<file path="config.mk">
export PLATFORM = sky130hd
export DESIGN_NAME = serial_pattern_tx
export DESIGN_NICKNAME = d
export VERILOG_FILES = /design/src/rtl/serial_pattern_tx.sv
export SDC_FILE = /design/constraint.sdc
export NUM_CORES = 1
export LEC_CHECK = 0
export ABC_CLOCK_PERIOD_IN_PS = 1300
export CAP_MARGIN = 25
export CORE_MARGIN = 10
export CORE_UTILIZATION = 53
export DETAILED_ROUTE_END_ITERATION = 7
export DONT_BUFFER_PORTS = 1
export GPL_TIMING_DRIVEN = 0
export PLACE_DENSITY = 0.71
export SYNTH_ARGS = -nofsm -noshare
export SYNTH_HDL_FRONTEND = slang
export SYNTH_SLANG_ARGS = --single-unit
</file>
<file path="constraint.sdc">
create_clock -name clk -period 1.3 [get_ports clk]
set_input_delay 0.195 -clock clk [delete_from_list [all_inputs] [get_ports clk]]
set_output_delay 0.195 -clock clk [all_outputs]
set_load 0.01 [all_outputs]
</file>
<file path="src/rtl/serial_pattern_tx.sv">
// Serial pattern transmitter: shifts a WIDTH-bit pattern out MSB first, (count+1) times back to back.
// Optional build macro SERIAL_PATTERN_TX_PARITY_EN appends one even-parity bit after each pattern.
module serial_pattern_tx #(
  parameter int WIDTH = 4
) (
  input  logic             clk,
  input  logic             reset,
  input  logic             start,
  input  logic [WIDTH-1:0] data,
  input  logic [2:0]       count,
  output logic             x,
  output logic             busy,
  output logic             done
);

  localparam int CW = $clog2(WIDTH);

`ifdef SERIAL_PATTERN_TX_PARITY_EN
  typedef enum logic [1:0] {IDLE, SEND, PAR, DONE} state_t;
`else
  typedef enum logic [1:0] {IDLE, SEND, DONE} state_t;
`endif

  state_t           state_q, state_d;
  logic [WIDTH-1:0] shreg_q, shreg_d;
  logic [WIDTH-1:0] pat_q, pat_d;
  logic [2:0]       rep_q, rep_d;
  logic [CW-1:0]    bit_q, bit_d;
  logic             x_q, x_d;
  logic             last;

  always_ff @(posedge clk) begin
    if (reset) begin
      state_q <= IDLE;
      shreg_q <= '0;
      pat_q   <= '0;
      rep_q   <= '0;
      bit_q   <= '0;
      x_q     <= 1'b0;
    end else begin
      state_q <= state_d;
      shreg_q <= shreg_d;
      pat_q   <= pat_d;
      rep_q   <= rep_d;
      bit_q   <= bit_d;
      x_q     <= x_d;
    end
  end

  always_comb begin
    state_d = state_q;
    shreg_d = shreg_q;
    pat_d   = pat_q;
    rep_d   = rep_q;
    bit_d   = bit_q;
    x_d     = x_q;
    last    = 1'b0;
    case (state_q)
      IDLE: begin
        x_d = 1'b0;
        if (start) begin
          pat_d   = data;
          rep_d   = count;
          x_d     = data[WIDTH-1];
          shreg_d = {data[WIDTH-2:0], 1'b0};
          bit_d   = CW'(WIDTH-1);
          state_d = SEND;
        end
      end
      SEND: begin
        if (bit_q != '0) begin
          x_d     = shreg_q[WIDTH-1];
          shreg_d = {shreg_q[WIDTH-2:0], 1'b0};
          bit_d   = bit_q - CW'(1);
        end else begin
`ifdef SERIAL_PATTERN_TX_PARITY_EN
          state_d = PAR;
          x_d     = ^pat_q;
`else
          last    = 1'b1;
`endif
        end
      end
`ifdef SERIAL_PATTERN_TX_PARITY_EN
      PAR:     last = 1'b1;
`endif
      DONE: begin
        x_d     = 1'b0;
        state_d = IDLE;
      end
      default: begin
        x_d     = 1'b0;
        state_d = IDLE;
      end
    endcase

    // Pattern boundary: reload with no gap while repetitions remain, else finish.
    if (last) begin
      if (rep_q != 3'd0) begin
        rep_d   = rep_q - 3'd1;
        x_d     = pat_q[WIDTH-1];
        shreg_d = {pat_q[WIDTH-2:0], 1'b0};
        bit_d   = CW'(WIDTH-1);
        state_d = SEND;
      end else begin
        x_d     = 1'b0;
        state_d = DONE;
      end
    end
  end

  assign x    = x_q;
`ifdef SERIAL_PATTERN_TX_PARITY_EN
  assign busy = (state_q == SEND) || (state_q == PAR);
`else
  assign busy = (state_q == SEND);
`endif
  assign done = (state_q == DONE);

endmodule

</file>
Yosys cells after proc, flatten, opt, wreduce, memory -nomap -nowiden
Cells that the tools add are included.

Add/sub/neg operators: 2. Eq/ne operators: 5. Muxes and demuxes: 25. Reductions and logical operators: 5.

Operators by type and width (count): two-way mux 4 bit (4); two-way mux 2 bit (7); two-way mux 3 bit (4); one-hot mux 2 bit (2 select lines) (2); one-hot mux 4 bit (2 select lines) (1); two-way mux 1 bit (6); AND reduction 2 bit (2); inequality test 3 x 1 -> 1 bit (second input constant) (1); inequality test 3 bit (second input constant) (1); nonzero test 3 bit (1); subtractor 3 x 1 -> 3 bit (second input constant) (1); == test 2 x 1 -> 1 bit (second input constant) (1); == test 2 bit (second input constant) (1); logical NOT 2 bit (1); inequality test 2 x 1 -> 1 bit (second input constant) (1); one-hot mux 1 bit (2 select lines) (1); nonzero test 2 bit (1); subtractor 2 x 1 -> 2 bit (second input constant) (1).

Flip-flop bits (word level): 16. Input bits: 10. Output and inout port bits: 3. Word-level logic and storage cells: 43.

Depth between registers and ports, before layout
Depth after elaboration: 5. Gate-level depth with buffers: 5. Depth with buffers taken out: 5.

Worst setup path before layout
OpenSTA, ideal clock, no wires.

Path type: reg2reg. From: reg state_q[1]. To: reg rep_q[0]. Setup time: 0.132 ns. Arrival time: 1.255 ns. Required time: 1.168 ns. Slack: -0.087 ns. Cell stages (with the launch flop): 6. Buffers on the path: 2. Period minus slack after synthesis: 1.387 ns. Cell sequence: dfxtp_1 -> buf_6 -> or4b_1 -> buf_2 -> o211ai_2 -> a21oi_1.

Longest elaborated chain between the ends: 4. Elaborated cells between the ends (all ways): 6. Those cells by class: eq/ne: 1; mux: 4; reduce/logical: 1.

Ends and longest elaborated chain: start: declaration (RTL line 24) `state_t state_q, state_d;`; start signal: assignment (RTL line 41) `state_q <= state_d;`; logical NOT 2 bit (RTL line 58) `case (state_q)`; two-way mux 3 bit (RTL line 58); two-way mux 3 bit (RTL line 99) `if (rep_q != 3'd0) begin`; two-way mux 3 bit * (RTL line 98) `if (last) begin`; end signal: assignment (RTL line 44) `rep_q <= rep_d;`; end: declaration (RTL line 27) `logic [2:0] rep_q, rep_d;`.

Every way passes the cells marked *; elsewhere a longest branch is shown, timed or not. A chain may end at the register's enable or synchronous reset.

Worst setup path after layout
From: reg bit_q[0]. To: reg rep_q[2].

Longest elaborated chain between the ends: 4.

Ends and longest elaborated chain: start: declaration (RTL line 28) `logic [CW-1:0] bit_q, bit_d;`; start signal: assignment (RTL line 45) `bit_q <= bit_d;`; nonzero test 2 bit (RTL line 71) `if (bit_q != '0) begin`; two-way mux 1 bit (RTL line 71); two-way mux 1 bit (RTL line 58); two-way mux 3 bit (RTL line 98).

Every way passes these cells.

==> impl_metrics.yaml <==
power:
  peakVddDrop_uv: 689
  switching_power_w: 0.000433
  p_int_w: 0.000884
  p_per_area_mw_per_mm2: 1210
  leakage_nw: 0.405
  clkPwrFrac_pct: 20.1
  p_seq_share_pct: 44.2
  netSwitchingFraction_pct: 32.9
  comb_power_share_pct: 35.7
layout:
  final_cell_mix: "12 x dfxtp_1, 12 x buf_4, 11 x nand2_1, 10 x a21oi_1, 4 x a32oi_1"
  antenna_cells: 0
  nNetsFinal: 119
  fill_cells: 104
  area_growth_pct: 33.6
  layout-drive-gt1-share_pct: 42.9
  utilization_pct: 73.7
  multiInputGateArea_um2: 557
  final_cells: 121
  seq_area_um2: 333
drt:
  drc: 0
  via_per_inst: 6.29
  vias: 761
  dr.first_iter.drc_count: 33
  postRouteAntennaNets: 0
  routedWlPerCell_um: 17.4
  totalWireLength_um: 2100
  drtPass1Iterations: 4
synth:
  synth_nets: 103
  synth-main-ff-cell: "dfxtp_1"
  avgSynthCellArea_um2: 8.92
  yosys_warnings: 0
  netlist_area_um2: 812
  synth_seq_area_share_pct: 39.4
  synth.ff_latch_count: 16
  synth.distinct_cells: 31
  ys_async_sr_fraction_pct: 0
  netlist_instances: 91
  synth-edff-count: 0
grt:
  grt_pass1_wl_um: 3320
  grt_max_degree: 11
  grt_overflow: 0
  track_usage_pct: 11.8
  first_global_vias: 732
  antenna_found_initial: 0
clock_tree:
  cts_sinks: 16
  clock-root-buffer: "clkbuf_4"
  cts_made_buffers: 3
  h-tree-depth: 1
  clock_tree.buffer_depth: 2
  clk_pin_slew_ps: 90
  insertion_delay_ps: 290
  cts_tree: "yes"
worst_setup_path:
  crit_path_end: "rep_q[2]$_SDFF_PP0_"
  slowest_stage: "or4b_4"
  critical_path_buf_inv_count: 0
  cp-start-kind: "flip-flop"
  r2r-start: "bit_q[0]$_SDFF_PP0_"
  slowest_delay_ps: 630
  crit_arrival_ps: 1540
  cp_max_fo: 6
  r2r-end: "rep_q[2]$_SDFF_PP0_"
  crit_chain: "or4b_4, o211ai_2, a21oi_1"
  required_ps: 1470
  critical-path-top-delay-family: "simple AND/OR/NAND/NOR gates"
  reg2reg_depth: 3
  crit_type: "flip-flop to flip-flop"
  end_kind: "flip-flop"
  r2r_setup_slack_ps: -70
  cp.depth: 3
  crit_path_start: "bit_q[0]$_SDFF_PP0_"
placement:
  placedCellCount: 107
  numPortBuffers: 0
  gp_congestion: 0.857
  dpl.hpwl_um: 1320
sta:
  slew_violations: 0
  layout_setup_ws_ps: -69.9
  tightestPinTransition_ps: 496
  max_slew_margin_pct: 67.0
  fin_skew_ps: 1.88
  fin_crit_sh_pct: 105
  min_period_ps: 1370
  rsz0062_at_grt: "true"
  setup_violations: 8
  finalHoldViolCount: 0
  fmax_mhz: 730
status:
  violations: "setup timing"
  status: "finished with violations"
floorplan:
  ios: 13
  rows: 14
  coreArea_mm2: 0.00147
  die_w_um: 59.1
  initial_core_util_pct: 55.2
  die_area_mm2: 0.00350
  die_y_um: 59.1
worst_hold_path:
  hp-class: "input pin to flip-flop"
  worstHoldStart: "data[3]"
run:
  cap_violations: 0
how the worst min path moves through the flow:
stage | to | slack (ps) | cells past startpoint
CTS | pat_q[0]$_SDFFE_PP0P_ | 30 | 2
global placement | shreg_q[1]$_SDFF_PP0_ | 270 | 1
floorplan | rep_q[1]$_SDFF_PP0_ | 270 | 1
finish | pat_q[3]$_SDFFE_PP0P_ | 30 | 2
global route | pat_q[3]$_SDFFE_PP0P_ | 50 | 2
detailed placement | shreg_q[3]$_SDFF_PP0_ | 270 | 1
routing by layer:
metal | routed length, um | global-route usage (%) | up-vias
met2 | 1010 | 18.9 | 28
li1 | - | - | 369
met5 | 0 | 0 | -
met3 | 131 | 3.00 | 5
met1 | 920 | 14.5 | 359
met4 | 37 | 5.25 | 0
registers in the layout (all words and copies together) (netlist names):
name,cells
shreg_q,4
pat_q,4
x,1
bit_q,2
state_q,2
rep_q,3
cell type report:
class                   count  area share (%)
repair buffers             14            10.3
plain buffers               3            2.42
well taps                  16            1.85
inverters                   4            1.38
multi-input cells          65            51.3
clock buffers               3            2.08
flip-flops and latches     16            30.7
stage by stage:
| step | hold slack (ps) | cell area (um2) | setup slack (ps) | power, W | TNS (ps) |
|---|---|---|---|---|---|
| after floorplan | 267 | 818 | -41.9 | 0.000802 | -188 |
| after global routing | 49.8 | 1080 | -124 | 0.00138 | -794 |
| after CTS | 27.4 | 961 | -85.7 | 0.00121 | -342 |
| after detailed placement | 272 | 838 | -131 | 0.000861 | -1050 |
| final | 27.6 | 1080 | -69.9 | 0.00132 | -353 |
| after global placement | 269 | 838 | -111 | 0.000856 | -875 |
power by group through the flow:
stage | logic, W | registers [W] | clock network [W]
after CTS | 0.000362 | 0.000575 | 0.000268
after global placement | 0.000266 | 0.000590 | 0
after floorplan | 0.000220 | 0.000582 | 0
final | 0.000470 | 0.000582 | 0.000264
after detailed placement | 0.000270 | 0.000591 | 0
after global routing | 0.000513 | 0.000587 | 0.000277
timing repair:
action                                 in CTS  in global routing
setup endpoints to repair                  13                 16
gates resized for setup                    15                 22
endpoints found under the hold margin       5                  0
buffers inserted                            8                  5
pin swaps                                   4                 14
hold buffers                                1                  0
cells in the mapped netlist, types with 2 or more instances:
library cell / count / area, um2
dfxtp_1: 16 / 320
nand2_1: 12 / 45.0
a21oi_1: 11 / 55.1
a32oi_1: 5 / 43.8
a311oi_1: 4 / 35.0
buf_2: 4 / 20.0
inv_1: 4 / 15.0
nor3_1: 4 / 20.0
o21ai_0: 4 / 20.0
ha_1: 2 / 25.0
nand2b_1: 2 / 12.5
nand3b_1: 2 / 15.0
nor2b_1: 2 / 12.5
o211ai_2: 2 / 25.0
logic make-up (layout without fill, tap and decap cells):
| kind of cell | Yosys count | after routing | share of synthesized area [%] |
|---|---|---|---|
| fa+ha+maj | 2 | 2 | 3.08 |
| flops | 16 | 16 | 39.4 |
| buf+inv | 10 | 24 | 6.16 |
| simple gates | 33 | 33 | 25.6 |
| compound gates | 30 | 30 | 25.7 |
Power figures use the tool's default switching activity.
